**src/rtl/pattern_serializer.sv**
```systemverilog
// MSB-first parallel-to-serial source with a valid/ready load port, a cyclic repeat mode,
// an optional idle gap between words and a saturating count of completed words.
module pattern_serializer #(
  parameter int WIDTH = 10,
  parameter int GAP   = 0
) (
  input  logic             clock,
  input  logic             reset_n,
  input  logic             load_valid,
  output logic             load_ready,
  input  logic [WIDTH-1:0] load_data,
  input  logic             load_repeat,
  input  logic             stop,
  output logic             bit_out,
  output logic             bit_valid,
  output logic             busy,
  output logic             word_done,
  output logic [15:0]      words_sent
);

  localparam int CW = (WIDTH > 1) ? $clog2(WIDTH) : 1;

  typedef enum logic [1:0] {
    S_IDLE  = 2'd0,
    S_SHIFT = 2'd1,
    S_GAP   = 2'd2
  } state_t;

  state_t           state_q, state_d;
  logic [WIDTH-1:0] shift_q, shift_d;
  logic [WIDTH-1:0] copy_q, copy_d;
  logic             rep_q, rep_d;
  logic [CW-1:0]    cnt_q, cnt_d;
  logic [3:0]       gap_q, gap_d;
  logic [15:0]      words_q, words_d;
  logic             bit_out_q, bit_valid_q, word_done_q, busy_q;
  logic             last_s;

  // Next-state and datapath decision for the current cycle
  always_comb begin
    state_d = state_q;
    shift_d = shift_q;
    copy_d  = copy_q;
    cnt_d   = cnt_q;
    gap_d   = gap_q;
    words_d = words_q;
    rep_d   = rep_q & ~stop;
    last_s  = (cnt_q == CW'(WIDTH - 1));
    case (state_q)
      S_IDLE: begin
        if (load_valid) begin
          shift_d = load_data;
          copy_d  = load_data;
          rep_d   = load_repeat & ~stop;
          cnt_d   = '0;
          state_d = S_SHIFT;
        end else begin
          state_d = S_IDLE;
        end
      end
      S_SHIFT: begin
        if (!last_s) begin
          shift_d = shift_q << 1;
          cnt_d   = cnt_q + CW'(1);
        end else begin
          words_d = (words_q == 16'hFFFF) ? words_q : words_q + 16'd1;
          if (GAP > 0) begin
            state_d = S_GAP;
            gap_d   = 4'(GAP - 1);
            shift_d = '0;
          end else if (rep_d) begin
            shift_d = copy_q;
            cnt_d   = '0;
          end else begin
            state_d = S_IDLE;
            shift_d = '0;
          end
        end
      end
      S_GAP: begin
        if (gap_q != 4'd0) begin
          gap_d = gap_q - 4'd1;
        end else if (rep_d) begin
          state_d = S_SHIFT;
          shift_d = copy_q;
          cnt_d   = '0;
        end else begin
          state_d = S_IDLE;
        end
      end
      default: begin
        state_d = S_IDLE;
        shift_d = '0;
      end
    endcase
  end

  // State registers; outputs are registered from the next-state values
  always_ff @(posedge clock or negedge reset_n) begin
    if (!reset_n) begin
      state_q     <= S_IDLE;
      shift_q     <= '0;
      copy_q      <= '0;
      rep_q       <= 1'b0;
      cnt_q       <= '0;
      gap_q       <= 4'd0;
      words_q     <= 16'd0;
      bit_out_q   <= 1'b0;
      bit_valid_q <= 1'b0;
      word_done_q <= 1'b0;
      busy_q      <= 1'b0;
    end else begin
      state_q     <= state_d;
      shift_q     <= shift_d;
      copy_q      <= copy_d;
      rep_q       <= rep_d;
      cnt_q       <= cnt_d;
      gap_q       <= gap_d;
      words_q     <= words_d;
      bit_valid_q <= (state_d == S_SHIFT);
      bit_out_q   <= (state_d == S_SHIFT) & shift_d[WIDTH-1];
      word_done_q <= (state_d == S_SHIFT) && (cnt_d == CW'(WIDTH - 1));
      busy_q      <= (state_d != S_IDLE);
    end
  end

  // Ready is gated by reset so it is low for as long as reset is held
  assign load_ready = reset_n & (state_q == S_IDLE);
  assign bit_out    = bit_out_q;
  assign bit_valid  = bit_valid_q;
  assign word_done  = word_done_q;
  assign busy       = busy_q;
  assign words_sent = words_q;

endmodule

```
**config.mk**
```make
export PLATFORM = sky130hd
export DESIGN_NAME = pattern_serializer
export DESIGN_NICKNAME = d
export VERILOG_FILES = /design/src/rtl/pattern_serializer.sv
export SDC_FILE = /design/constraint.sdc
export NUM_CORES = 1
export LEC_CHECK = 0
export CAP_MARGIN = 25
export CORE_AREA = 2 2 84 86
export CTS_CLUSTER_DIAMETER = 60
export DETAILED_ROUTE_END_ITERATION = 6
export DIE_AREA = 0 0 86 88
export PLACE_DENSITY_LB_ADDON = 0.3
export REMOVE_ABC_BUFFERS = 1
export SYNTH_ARGS = -nofsm -noshare
export SYNTH_HDL_FRONTEND = slang
export SYNTH_SLANG_ARGS = --single-unit
```
**constraint.sdc**
```tcl
create_clock -name clock -period 2.5 [get_ports clock]
set_input_delay 0.25 -clock clock [delete_from_list [all_inputs] [get_ports clock]]
set_output_delay 0.25 -clock clock [all_outputs]
set_load 0.03 [all_outputs]
```
==> impl_metrics.py <==
metrics = {
    "outcome": {
        "status": "complete, no violations",
    },
    "route": {
        "drt_wl_total_um": 5610,
        "drtPass1Iterations": 5,
        "vias": 2027,
        "routedWlPerCell_um": 15.3,
        "drt_iter0_markers": 148,
        "detail-route-antenna-nets": 0,
        "drc_errors": 0,
        "vias_per_cell": 5.54,
    },
    "floorplanning": {
        "row_count": 30,
        "dieArea_mm2": 0.00757,
        "initial_utilization": 0.392,
        "ios": 36,
        "design.core.area_mm2": 0.00664,
        "die_h_um": 88,
        "die_w_um": 86,
    },
    "synthesis": {
        "synth-compound-area-share": 0.131,
        "synth.area.top_cells": "dfrtp_1 49%, mux2i_1 4.2%, xor2_1 4.0%",
        "yosys.area_share.simple": 0.191,
        "synthCells": 242,
        "synth_top_area_cell": "dfrtp_1",
        "synth.distinct_cells": 44,
        "synth_edf_count": 0,
        "synth_top_family_by_area": "simple AND/OR/NAND/NOR gates",
        "ys_seq_area_frac": 0.490,
        "muxShareOfSynthArea": 0.0941,
        "synth_fa_ha_area_frac": 0.0192,
        "ys_dominant_reg_cell": "dfrtp_1",
        "ys_ff_latch": 51,
        "netlist_area_mm2": 0.00261,
        "async_flop_share": 1.00,
        "synth_warnings": 0,
        "post-synth-top-area-fraction": 0.490,
        "syn_area_per_cell_um2": 10.8,
        "synth_xor_area_frac": 0.0538,
    },
    "clock_network": {
        "post-cts-setup-buffer-count": 0,
        "hold_buffers": 0,
        "numCtsBuffers": 5,
        "clock_sinks": 51,
        "clk_pin_slew_ns": 0.09,
        "htreeDepth": 2,
        "cts_tree": "built",
        "clock_tree.root_cell": "clkbuf_8",
        "cts.path.max_buffers": 2,
        "clk_latency_ns": 0.31,
        "cts_repair_resize_count": 0,
    },
    "critical_path": {
        "cp.arrival_ns": 1.99,
        "cp.buffers_inverters": 1,
        "slowest_stage": "clkdlybuf4s50_1",
        "worstPathRequired_ns": 2.25,
        "start_kind": "flop",
        "critPathTopFamily": "buffers and inverters",
        "reg2reg_slack_ns": 0.31,
        "r2r_start": "gap_q[0]",
        "critical_path_class": "flop to output pin",
        "path_depth": 3,
        "crit_start": "state_q[0]",
        "worst_setup_path_end_kind": "output pin",
        "max_stage_delay_ns": 0.67,
        "path_max_fanout": 15,
        "crit_path_end": "load_ready",
        "cp_cell_sequence": "nor2_1, and2_1, clkdlybuf4s50_1",
        "reg2regPathDepth": 6,
        "worstReg2RegEnd": "shift_q[6]",
    },
    "timing": {
        "worst_pin_slew_ns": 0.785,
        "hold_viol": 0,
        "finalSetupViolCount": 0,
        "relSlewSlack": 0.470,
        "min_period_ns": 2.24,
        "post-route-period-util": 0.894,
        "slew_viol_final": 0,
        "fin_skew_ns": 0.0145,
        "timing.setup.tns_ns": 0,
        "rsz0062_at_grt": "no",
        "fmax_mhz": 447,
    },
    "placed_design": {
        "dp_cells": 359,
        "gp_congestion": 0.805,
        "io_buffers": 35,
        "dpl.hpwl_um": 4010,
    },
    "global_routing": {
        "grt_pass1_wl_um": 9290,
        "grt_pass1_vias": 1955,
        "grt_overflow": 0,
        "antenna_found_initial": 0,
        "grt_max_degree": 52,
        "grtUsageTotal": 0.156,
    },
    "final_layout": {
        "areaGrowthSynthToFinish_pct": 22.6,
        "seqCellArea_mm2": 0.00128,
        "diodes": 0,
        "stdcell_count": 366,
        "nets": 305,
        "layout-drive-gt1-share": 0.101,
        "multi_input_area_mm2": 0.00127,
        "n_fill_cell": 624,
    },
    "min_path": {
        "hold_class": "input pin to async pin",
    },
    "pwr": {
        "p_per_area_mw_per_mm2": 927,
        "peakVddDrop_mv": 0.366,
        "p_leak_nw": 1.46,
    },
    "flow_run": {
        "cap_viol_max_count": 0,
    },
}
-- where the power goes --
group	internal [mW]	leakage [nW]	switching, mW	total (mW)
sequential	1.07	0.655	0.250	1.32
combinational	0.522	0.758	0.549	1.07
clock	0.294	0.0513	0.270	0.564
-- cells in the final DEF (no fill, tap or decap), types with 4 or more instances in the layout --
cell / synthesis / routed
a211o_1: 8 / 8
mux2i_1: 11 / 11
o21ai_0: 6 / 6
a21oi_1: 11 / 11
inv_1: 6 / 6
nand3_1: 6 / 6
nor2_1: 20 / 20
nor3b_1: 4 / 4
nand4_1: 6 / 6
dfrtp_1: 51 / 51
xnor2_1: 4 / 4
o22ai_1: 10 / 10
nand2_1: 11 / 11
clkbuf_8: 0 / 5
ha_1: 4 / 4
mux2_1: 5 / 5
xor2_1: 12 / 12
buf_4: 0 / 9
mux2_2: 7 / 7
a22oi_1: 8 / 8
nor3_1: 8 / 8
clkdlybuf4s50_1: 0 / 34
-- cells by family after synthesis --
kind of cell    count (synthesis)
buf+inv                        14
simple gates                   83
flops                          51
mux                            23
fa+ha+maj                       4
xor+xnor                       16
compound gates                 51
-- layout make-up --
| class | count | area share |
|---|---|---|
| timing repair buffer | 45 | 0.131 |
| clock inverter | 1 | 0.00940 |
| clock buffer | 6 | 0.0227 |
| tap | 80 | 0.0313 |
| multi-input combinational | 177 | 0.399 |
| sequential | 51 | 0.400 |
| inverter | 6 | 0.00705 |
-- Yosys cell counts (5+ instances only) --
master,number
dfrtp_1,51
nor2_1,20
xor2_1,12
a21oi_1,11
mux2i_1,11
nand2_1,11
o22ai_1,10
a211o_1,8
a22oi_1,8
nor3_1,8
mux2_2,7
inv_1,6
nand3_1,6
nand4_1,6
o21ai_0,6
mux2_1,5
-- sequential cells by signal, summed over array words and instances (netlist names) --
register    count
cnt_q           4
rep_q           1
bit_valid       1
shift_q        10
word_done       1
words_sent     16
bit_out         1
state_q         2
gap_q           4
copy_q         10
busy            1
-- stage by stage --
step	setup slack (ns)	utilization	instance area, µm²	hold WS (ns)	power (mW)
after global placement	0.198	0.465	3090	0.455	2.39
after CTS	0.278	0.481	3190	0.118	2.98
after floorplan	0.411	-	2570	-0.0456	2.03
after global routing	0.134	0.481	3190	0.143	3.15
final	0.265	0.481	3190	0.0830	2.96
after detailed placement	0.382	0.465	3090	0.455	2.41
-- worst min path at each step --
stage | start | endpoint | depth (start not counted)
6_report | reset_n | words_sent[0] | 2
5_1_grt | reset_n | words_sent[1] | 2
4_1_cts | reset_n | shift_q[9] | 2
3_5_place_dp | reset_n | words_sent[0] | 2
3_3_place_gp | reset_n | words_sent[0] | 2
2_1_floorplan | reset_n | bit_out | 0
-- routing by layer --
| layer | track usage | vias to the layer above | share of wire |
|---|---|---|---|
| li1 | - | 987 | - |
| met1 | 0.214 | 998 | 0.49 |
| met2 | 0.244 | 34 | 0.46 |
| met3 | 0.0368 | 8 | 0.034 |
| met4 | 0.0519 | 0 | 0.019 |
| met5 | 0 | - | 0 |
No activity file was read; power rests on OpenSTA's default activity.
